[src/rtl/cpld_bank_clk_ctrl.sv]
// cpld_bank_clk_ctrl
//   Downstream of the CPLD address decoder. Holds the shadow copies of the
//   paged-ROM select and B+ shadow-RAM registers. Also runs the fast/slow
//   clock handover: a host IO access moves the CPU onto the host-aligned
//   clock, stalls it until the host phase is synchronised, and then keeps
//   it slow for a programmable tail.
//
// Ports
//   cpu_phi2       CPU clock; all state changes on the rising edge
//   resetb         async active-low reset
//   cpu_vda        valid data address; qualifies every cycle
//   cpu_rnw        1 = read, 0 = write
//   cpu_data[7:0]  CPU write data
//   dec_io         address in the host IO pages (FC00-FEFF)
//   dec_rom_reg    paged-ROM select register hit
//   dec_shadow_reg shadow-RAM register hit
//   dec_fe4x       system VIA hit
//   host_sync      host 2 MHz phase aligned; a slow bus cycle may complete
//   slow_req       request the host-aligned clock
//   cycle_hold     drive RDY low (stall CPU)
//   rom_bank       current paged-ROM bank
//   ram_sel        romsel bit 7 (sideways RAM / ANDY select)
//   shadow_en      B+ shadow RAM enable
//   via_access     one-cycle pulse after a completed FE4x access
//   sync_err       sticky host_sync timeout flag
module cpld_bank_clk_ctrl #(
  parameter int HOLD_CYCLES  = 3,
  parameter int SYNC_TIMEOUT = 12,
  parameter int ROMSEL_W     = 4
) (
  input  logic                cpu_phi2,
  input  logic                resetb,
  input  logic                cpu_vda,
  input  logic                cpu_rnw,
  input  logic [7:0]          cpu_data,
  input  logic                dec_io,
  input  logic                dec_rom_reg,
  input  logic                dec_shadow_reg,
  input  logic                dec_fe4x,
  input  logic                host_sync,
  output logic                slow_req,
  output logic                cycle_hold,
  output logic [ROMSEL_W-1:0] rom_bank,
  output logic                ram_sel,
  output logic                shadow_en,
  output logic                via_access,
  output logic                sync_err
);

  typedef enum logic [1:0] {ST_FAST, ST_REQ, ST_SLOW} state_t;

  localparam logic [3:0] HOLD_LD = 4'(HOLD_CYCLES);
  localparam logic [3:0] SYNC_LD = 4'(SYNC_TIMEOUT);

  // Decoded bus cycle, resolved once and shared by the FSM and the registers.
  typedef struct packed {
    logic io;
    logic wr_rom;
    logic wr_shd;
    logic via;
  } bus_cyc_t;

  state_t     state, state_nx;
  logic [3:0] sync_cnt, sync_cnt_nx;
  logic [3:0] hold_cnt, hold_cnt_nx;
  logic       commit;
  logic       err_set;
  bus_cyc_t   cyc;

  // Only the low bank bits and bit 7 are stored; the rest of the data bus
  // is intentionally ignored.
  logic unused_data;
  assign unused_data = ^cpu_data;

  // Decode strobes are meaningless outside a qualified IO cycle.
  always_comb begin
    cyc        = '0;
    cyc.io     = cpu_vda & dec_io;
    cyc.wr_rom = cyc.io & ~cpu_rnw & dec_rom_reg;
    cyc.wr_shd = cyc.io & ~cpu_rnw & dec_shadow_reg;
    cyc.via    = cyc.io & dec_fe4x;
  end

  // Counters use "<= 1 -> leave" so that a load of N gives exactly N cycles
  // in the state, and a load of 0 behaves like 1 (first eligible cycle
  // leaves). Both counters are parked at 0 on exit, so they never wrap.
  always_comb begin
    state_nx    = state;
    sync_cnt_nx = sync_cnt;
    hold_cnt_nx = hold_cnt;
    slow_req    = 1'b0;
    cycle_hold  = 1'b0;
    commit      = 1'b0;
    err_set     = 1'b0;
    unique case (state)
      ST_FAST: begin
        // Stall from the very first cycle of the IO access; gated by reset
        // so RDY is released while reset is held.
        cycle_hold = cyc.io & resetb;
        if (cyc.io) begin
          state_nx    = ST_REQ;
          sync_cnt_nx = SYNC_LD;
        end
      end
      ST_REQ: begin
        slow_req   = 1'b1;
        cycle_hold = 1'b1;
        if (host_sync) begin
          state_nx    = ST_SLOW;
          sync_cnt_nx = '0;
        end else if (sync_cnt <= 4'd1) begin
          state_nx    = ST_SLOW;
          sync_cnt_nx = '0;
          err_set     = 1'b1;
        end else begin
          sync_cnt_nx = sync_cnt - 4'd1;
        end
      end
      ST_SLOW: begin
        slow_req = 1'b1;
        if (cyc.io) begin
          // Access completes this cycle; an access on the last tail cycle
          // simply re-arms the tail without going back through REQ.
          commit      = 1'b1;
          hold_cnt_nx = HOLD_LD;
        end else if (hold_cnt <= 4'd1) begin
          state_nx    = ST_FAST;
          hold_cnt_nx = '0;
        end else begin
          hold_cnt_nx = hold_cnt - 4'd1;
        end
      end
      default: begin
        state_nx    = ST_FAST;
        sync_cnt_nx = '0;
        hold_cnt_nx = '0;
      end
    endcase
  end

  always_ff @(posedge cpu_phi2 or negedge resetb) begin
    if (!resetb) begin
      state    <= ST_FAST;
      sync_cnt <= '0;
      hold_cnt <= '0;
    end else begin
      state    <= state_nx;
      sync_cnt <= sync_cnt_nx;
      hold_cnt <= hold_cnt_nx;
    end
  end

  // Shadow registers: written only on a completed (SLOW) write cycle.
  always_ff @(posedge cpu_phi2 or negedge resetb) begin
    if (!resetb) begin
      rom_bank   <= '0;
      ram_sel    <= 1'b0;
      shadow_en  <= 1'b0;
      via_access <= 1'b0;
      sync_err   <= 1'b0;
    end else begin
      if (commit && cyc.wr_rom) begin
        rom_bank <= cpu_data[ROMSEL_W-1:0];
        ram_sel  <= cpu_data[7];
      end
      if (commit && cyc.wr_shd)
        shadow_en <= cpu_data[7];
      via_access <= commit & cyc.via;
      if (err_set)
        sync_err <= 1'b1;
    end
  end

endmodule

[config.mk]
export PLATFORM = sky130hd
export DESIGN_NAME = cpld_bank_clk_ctrl
export DESIGN_NICKNAME = d
export VERILOG_FILES = /design/src/rtl/cpld_bank_clk_ctrl.sv
export SDC_FILE = /design/constraint.sdc
export NUM_CORES = 1
export LEC_CHECK = 0
export CAP_MARGIN = 20
export CORE_ASPECT_RATIO = 1.2
export CORE_UTILIZATION = 25
export CTS_CLUSTER_DIAMETER = 30
export DETAILED_ROUTE_END_ITERATION = 10
export GPL_ROUTABILITY_DRIVEN = 0
export PLACE_DENSITY = 0.57
export REMOVE_ABC_BUFFERS = 1
export SYNTH_ARGS = -nofsm -noshare
export SYNTH_HDL_FRONTEND = slang
export SYNTH_SLANG_ARGS = --single-unit
[constraint.sdc]
create_clock -name cpu_phi2 -period 1.6 [get_ports cpu_phi2]
set_clock_uncertainty 0.05 [all_clocks]
set_input_delay 0.32 -clock cpu_phi2 [delete_from_list [all_inputs] [get_ports cpu_phi2]]
set_output_delay 0.32 -clock cpu_phi2 [all_outputs]
set_load 0.01 [all_outputs]
# ---- Word-level counts from Yosys, hierarchy flattened
# Cells that the tools add are included.
dict set report totals {
  reg_bits 18
  output_inout_bits 10
}
dict set report op_classes {
  bitwise_logic 9
  n_lt_le_gt_ge 2
  n_reduce_logical 7
  n_mux 20
  add_sub_neg 2
  n_eq_ne 6
}
# op n
set op_table {}
lappend op_table {{$mux 4} 5}
lappend op_table {{$pmux 4 s3} 1}
lappend op_table {{$mux 2} 5}
lappend op_table {{$le 4x1->1 const B} 2}
lappend op_table {{$pmux 4 s2} 1}
lappend op_table {{$sub 4x1->4 const B} 2}
lappend op_table {{$and 1x1->1} 7}
lappend op_table {{$mux 1} 6}
lappend op_table {{$ne 2x2->1 const B} 3}
lappend op_table {{$pmux 2 s3} 1}
lappend op_table {{$reduce_and 4->1} 1}
lappend op_table {{$reduce_or 2->1} 2}
lappend op_table {{$ne 3x3->1 const B} 1}
lappend op_table {{$eq 2x1->1 const B} 1}
lappend op_table {{$eq 2x2->1 const B} 1}
lappend op_table {{$logic_and 1x1->1} 2}
lappend op_table {{$logic_not 2->1} 1}
lappend op_table {{$not 1->1} 2}
lappend op_table {{$pmux 1 s2} 1}
lappend op_table {{$reduce_and 2->1} 1}

# ---- Longest topological paths before layout
# Gate-level depths: netlist (run 1).
dict set report depth {
  word_depth 4
  ltp_mapped 6
  ltp_nobuf 6
}

# ---- Least setup slack after synthesis (run 1)
# No wires, ideal clock.
dict set report synth_path {
  kind {register -> register}
  start {register state[0]}
  end {register ram_sel}
  t_arrival_ns 1.490
  synth_period_minus_slack_ns 1.664
  path_stages_with_launch 6
  required_time_ns 1.425
  slack_ns -0.064
  path_cell_list {dfrtp_1 -> inv_1 -> ha_1 -> nand3_2 -> nor3b_4 -> mux2_2}
}
dict set report synth_between {
  elab_chain_cells 3
}
# item line
set synth_lines {}
lappend synth_lines {{start, declared} 63} ;# state_t state, state_nx;
lappend synth_lines {{start signal, assigned} 147} ;# state <= state_nx;
lappend synth_lines {{$eq 2x2->1} 95} ;# unique case (state)
lappend synth_lines {{$mux 1} 95}
lappend synth_lines {{$logic_and 1x1->1} 162} ;# if (commit && cyc.wr_rom) begin
lappend synth_lines {{end signal, assigned} 164} ;# ram_sel <= cpu_data[7];
lappend synth_lines {{end, declared} 44} ;# output logic ram_sel,
# No other way between the ends.
# A chain may end at the register's enable or synchronous reset.

# ---- Final worst setup path (run 1)
dict set report layout_path {
  start {register state[0]}
  end {output port cycle_hold}
}
dict set report layout_between {
  elab_chain_cells 2
  word_cells_on_any_way 3
}
# item line
set layout_lines {}
lappend layout_lines {{$eq 2x1->1 or $logic_not 2->1 (tied branches)} 95}
lappend layout_lines {{$pmux 1 s2 *} 95}
lappend layout_lines {{end, declared} 42} ;# output logic cycle_hold,
# Mark *: on every way between the ends. The rest lies on a longest branch, timed or not.

==> results.sh, run 1 <==
export IMPL_path_class="register to primary output"
export IMPL_synthCells=89
export IMPL_critical_path_arrival_ps=1290
export IMPL_syn_avg_cell_area_um2=10.8
export IMPL_rows=24
export IMPL_drtPass1Iterations=3
export IMPL_highest_layer="met4"
export IMPL_nets=161
export IMPL_h_tree_depth=1
export IMPL_root_buffer="clkbuf_8"
export IMPL_grt_pass1_vias=920
export IMPL_drtAntennaViolNets=0
export IMPL_io_buffers=23
export IMPL_worst_ep_required_time_ps=1230
export IMPL_antenna_found_initial=0
export IMPL_insertion_delay_ps=260
export IMPL_cts_made_buffers=3
export IMPL_crit_fanout=3
export IMPL_min_path_type="primary input to asynchronous set/reset pin"
export IMPL_violations="setup timing"
export IMPL_grt_pass1_wl_um=4090
export IMPL_hold_viol_final=0
export IMPL_final_cells=188
export IMPL_rsz0062_at_grt="yes"
export IMPL_drive_above_1_share_pct=39.7
export IMPL_gr_total_overflow=0
export IMPL_clock_sinks=18
export IMPL_initial_core_util_pct=26.3
export IMPL_antenna_cells=0
export IMPL_worstMarginPinSlew_ps=300
export IMPL_vias=862
export IMPL_clk_pin_slew_ps=80
export IMPL_timing_fmax_mhz=602
export IMPL_drt_iter0_drc=15
export IMPL_seq_area_frac_synth_pct=46.8
export IMPL_power_mw=2.87
export IMPL_grtUsageTotal_pct=13.0
export IMPL_cts_tree="done"
export IMPL_io_pins=27
export IMPL_endpoint_kind="primary output"
export IMPL_wl_met2_um=1350
export IMPL_core_area_um2=3660
export IMPL_drv_slew=0
export IMPL_synth_seq_cells=18
export IMPL_post_dp_hpwl_um=1780
export IMPL_dieHeight_um=70.0
export IMPL_post_route_period_util_pct=104
export IMPL_tns_ps=-144
export IMPL_ys_types=30
export IMPL_outcome="finished, violations left"
export IMPL_setup_violations=7
export IMPL_hold_worst_slack_ps=380
export IMPL_post_drt_wl_per_cell_um=13.4
export IMPL_p_leak_nw=0.688
export IMPL_drc_errors=0
export IMPL_syn2layout_area_growth_pct=68.3
export IMPL_slew_headroom_pct=80.0
export IMPL_dp_cells=178
export IMPL_synthesis_area_um2=963
export IMPL_p_per_area_nw_per_um2=1770
export IMPL_setup_ws_ps=-61.9
export IMPL_via_per_inst=4.59
export IMPL_postCtsHoldBufs=0
export IMPL_clockBufferDepth=2
export IMPL_die_w_um=58.7
export IMPL_fin_crit_ps=1660
export IMPL_synth_warnings=0
export IMPL_met1_length_um=1080
export IMPL_grt_max_degree=19
export IMPL_wl_met3_um=40
export IMPL_die_area_um2=4110
export IMPL_routed_wl_um=2520
export IMPL_cp_start_kind="register"
export IMPL_max_cap_violations=0
export IMPL_ir_worst_vdd_v=0.000404
==> registers in the layout, indices dropped and copies added (netlist names) <==
register,cells
shadow_en,1
ram_sel,1
rom_bank,4
hold_cnt,4
via_access,1
state,2
sync_err,1
sync_cnt,4
==> critical path, cell delays in order (launching register included) <==
cell	delay, ps
dfrtp_1	400
inv_2	80
ha_2	200
a41o_1	220
buf_2	130
==> synthesized netlist by cell type (all sizes together) <==
cell type / count / area share [%]
ha: 7 / 9.1
a31oi: 1 / 0.65
o21a: 2 / 1.6
nand3: 1 / 1.0
o22ai: 1 / 0.65
nand2b: 1 / 0.65
inv: 9 / 3.5
nor3: 4 / 2.1
mux2: 7 / 8.2
a41o: 1 / 1.0
o31a: 1 / 0.91
o311ai: 1 / 0.91
a21oi: 1 / 0.52
dfrtp: 18 / 47
nand3b: 2 / 1.6
o2bb2ai: 2 / 1.8
o41ai: 1 / 0.91
nand4: 1 / 0.65
nand2: 4 / 1.6
nor2b: 1 / 0.65
and3: 1 / 0.78
o21ai: 6 / 3.1
o211ai: 2 / 1.6
nor2: 7 / 2.7
o31ai: 3 / 2.9
nor3b: 2 / 2.7
a21o: 2 / 1.6
==> metal layers <==
layer	GRT usage [%]	up-vias
met5	0	-
met4	7.14	0
met3	1.48	4
met2	21.5	10
met1	16.3	430
li1	-	418
==> where the power goes <==
part | internal, mW | total [mW] | leakage [nW] | switching [mW]
Sequential | 0.638 | 0.804 | 0.229 | 0.167
Clock | 0.219 | 0.386 | 0.0288 | 0.167
Combinational | 0.940 | 1.68 | 0.431 | 0.735
==> path summary, 6_finish.rpt <==
kind / from / endpoint / slack (ps) / cells after the start
max in group asynchronous: resetb / sync_cnt[0] / 900 / 2
max: state[0] / cycle_hold / -60 / 4
min reg2reg: sync_err / sync_err / 420 / 2
min: resetb / sync_err / 380 / 2
min in group cpu_phi2: sync_err / sync_err / 420 / 2
max reg2reg: state[0] / rom_bank[2] / -20 / 6
==> cells by family (layout without fill, tap and decap cells) <==
logic type | after synthesis | in the layout | synth area share (%)
buf+inv | 9 | 56 | 3.51
simple gates | 24 | 24 | 14.4
compound gates | 24 | 24 | 18.1
flops | 18 | 18 | 46.8
mux | 7 | 7 | 8.18
fa+ha+maj | 7 | 7 | 9.09
==> cell usage in the layout, fill, tap and decap left out, types with 2 or more instances in the layout <==
| cell | count |
|---|---|
| clkbuf_8 | 4 |
| inv_1 | 7 |
| o31ai_4 | 2 |
| nand2_1 | 4 |
| mux2_4 | 6 |
| o21ai_0 | 4 |
| o2bb2ai_1 | 2 |
| o211ai_1 | 2 |
| buf_4 | 18 |
| o21a_1 | 2 |
| o21ai_1 | 2 |
| nor2_4 | 2 |
| nand3b_1 | 2 |
| nor2_1 | 5 |
| dfrtp_1 | 17 |
| clkdlybuf4s50_1 | 21 |
| nor3_1 | 4 |
| ha_2 | 3 |
| buf_6 | 3 |
| inv_2 | 2 |
| ha_4 | 4 |
==> what timing repair did <==
item	in CTS	in global routing
buffers inserted	4	2
resized for setup	19	27
gates cloned	0	0
pin swaps	1	4
endpoints found under the setup margin	12	16
==> layout make-up <==
class / count / area (um^2)
Fill cell: 358 / 2040
Multi-Input combinational cell: 62 / 632
Sequential cell: 18 / 452
Timing Repair Buffer: 43 / 384
Tap cell: 52 / 65.1
Clock buffer: 4 / 55.1
Inverter: 9 / 33.8
==> per-stage QoR <==
step	util, %	instance area, um^2	setup slack (ps)
after CTS	40.4	1480	-53.9
after global routing	44.3	1620	-88.4
final	44.3	1620	-61.9
after global placement	37.2	1360	-294
after detailed placement	37.2	1360	-316
after floorplan	-	963	-64.3
Power figures use the tool's default switching activity.
==> inputs of run 2 (changes only) <==
--- a/config.mk
+++ b/config.mk
@@ -6,7 +6,7 @@
 export NUM_CORES = 1
 export LEC_CHECK = 0
 export CAP_MARGIN = 20
-export CORE_ASPECT_RATIO = 1.2
+export CORE_ASPECT_RATIO = 0.8
 export CORE_UTILIZATION = 25
 export CTS_CLUSTER_DIAMETER = 30
 export DETAILED_ROUTE_END_ITERATION = 10
==> results.sh, run 2 (same netlist as run 1, synthesis figures left out) <==
export IMPL_pwr_share_comb_pct=59.5
export IMPL_io_buffers=23
export IMPL_drv_slew=0
export IMPL_cp_cell_sequence="inv_2 > ha_4 > nand3_4 > nor3b_4 > buf_6 > mux2_4"
export IMPL_routed_wl_um=2450
export IMPL_fin_crit_ps=1610
export IMPL_ir_worst_vdd_v=0.000529
export IMPL_antenna_found_initial=0
export IMPL_critical_path_arrival_ps=1700
export IMPL_worst_ep_required_time_ps=1690
export IMPL_final_area_um2=1620
export IMPL_antenna_cells=0
export IMPL_clock_sinks=18
export IMPL_drtPass1Iterations=7
export IMPL_critPathMaxStageDelay_ps=410
export IMPL_crit_slowest_cell="dfrtp_1"
export IMPL_grtUsageTotal_pct=11.8
export IMPL_post_route_period_util_pct=101
export IMPL_rsz0062_at_grt="yes"
export IMPL_min_path_type="primary input to asynchronous set/reset pin"
export IMPL_slew_headroom_pct=78.3
export IMPL_io_pins=27
export IMPL_p_per_area_nw_per_um2=1800
export IMPL_grt_max_degree=19
export IMPL_utilization_pct=45.4
export IMPL_nets=163
export IMPL_gr_total_overflow=0
export IMPL_drc_errors=4
export IMPL_grt_pass1_vias=858
export IMPL_outcome="finished, violations left"
export IMPL_vias=876
export IMPL_clk_pin_slew_ps=70
export IMPL_post_drt_wl_per_cell_um=13.6
export IMPL_clockPowerShare_pct=12.7
export IMPL_power_switching_mw=1.08
export IMPL_final_common_cell="clkdlybuf4s50_1"
export IMPL_final_cells=180
export IMPL_via_per_inst=4.87
export IMPL_max_cap_violations=0
export IMPL_p_seq_share_pct=27.8
export IMPL_clockBufferDepth=2
export IMPL_timing_fmax_mhz=621
export IMPL_drive_above_1_share_pct=42.0
export IMPL_crit_fanout=5
export IMPL_cts_tree="done"
export IMPL_drt_iter0_drc=50
export IMPL_root_buffer="clkbuf_8"
export IMPL_p_leak_nw=0.699
export IMPL_endpoint_kind="register"
export IMPL_tns_ps=-40.1
export IMPL_initial_core_util_pct=27.0
export IMPL_setup_violations=7
export IMPL_insertion_delay_ps=250
export IMPL_cts_made_buffers=3
export IMPL_die_area_um2=4110
export IMPL_cp_start_kind="register"
export IMPL_path_class="register to register"
export IMPL_dp_cells=170
export IMPL_grt_pass1_wl_um=3680
export IMPL_h_tree_depth=1
export IMPL_reg_top3="hold_cnt (4), rom_bank (4), sync_cnt (4)"
export IMPL_core_area_um2=3570
export IMPL_internal_power_mw=1.84
export IMPL_rows=19
export IMPL_dieHeight_um=57.5
export IMPL_syn2layout_area_growth_pct=67.9
export IMPL_post_dp_hpwl_um=1610
export IMPL_hold_viol_final=0
export IMPL_setup_ws_ps=-9.52
export IMPL_die_w_um=71.4
export IMPL_post_dp_cell_area_um2=1370
export IMPL_mostFrequentLayoutCells="clkdlybuf4s50_1 (21), buf_4 (20), dfrtp_1 (17)"
export IMPL_violations="DRC, setup timing"
export IMPL_drtAntennaViolNets=0
export IMPL_p_sw_share_pct=37.0
export IMPL_worstMarginPinSlew_ps=323
[run 2: what timing repair did]
action                     in CTS  in global routing
hold buffers                    0                  0
pin swaps                       1                  8
setup endpoints to repair      11                 15
resized for setup              18                 27
setup buffers                   0                  6
[run 2: power groups by stage]
stage | logic, mW | clock network (mW) | registers [mW]
final | 1.73 | 0.371 | 0.809
after global routing | 1.88 | 0.418 | 0.832
after CTS | 1.35 | 0.389 | 0.780
after detailed placement | 1.33 | 0 | 0.781
after global placement | 1.31 | 0 | 0.770
after floorplan | 0.665 | 0 | 0.800
[run 2: layout make-up]
type | count | area (um^2)
Clock buffer | 4 | 55.1
Tap cell | 42 | 52.6
Timing Repair Buffer | 45 | 402
Fill cell | 324 | 1950
Multi-Input combinational cell | 62 | 623
Inverter | 9 | 33.8
Sequential cell | 18 | 452
[run 2: per-stage QoR]
| step | setup slack (ps) | hold slack [ps] | power, mW |
|---|---|---|---|
| 6_report | -9.52 | 377 | 2.91 |
| 5_1_grt | -64.3 | 400 | 3.13 |
| 4_1_cts | -44.2 | 376 | 2.52 |
| 3_5_place_dp | -318 | 412 | 2.11 |
| 3_3_place_gp | -299 | 405 | 2.08 |
| 2_1_floorplan | -64.3 | -25.6 | 1.46 |
[run 2: worst paths after layout]
kind,startpoint,end,slack (ps),cells past startpoint
min in group cpu_phi2,sync_err,sync_err,420,2
max in group asynchronous,resetb,sync_cnt[0],910,2
setup / recovery,state[0],rom_bank[3],-10,6
hold reg to reg,sync_err,sync_err,420,2
setup reg to reg,state[0],rom_bank[3],-10,6
hold / removal,resetb,sync_cnt[1],380,2
[run 2: worst max-delay path: cells and delay by family, from the launching register on]
| family | cells | cell delay (ps) |
|---|---|---|
| mux | 1 | 300 |
| flops | 1 | 410 |
| buf+inv | 2 | 270 |
| fa+ha+maj | 1 | 160 |
| simple gates | 2 | 300 |
[run 2: routing by layer]
| layer | share of wire [%] | vias to the layer above | track usage [%] |
|---|---|---|---|
| li1 | - | 422 | - |
| met1 | 43 | 416 | 14.1 |
| met2 | 48 | 31 | 19.6 |
| met3 | 6.3 | 7 | 3.36 |
| met4 | 2.2 | 0 | 6.00 |
| met5 | 0 | - | 0 |
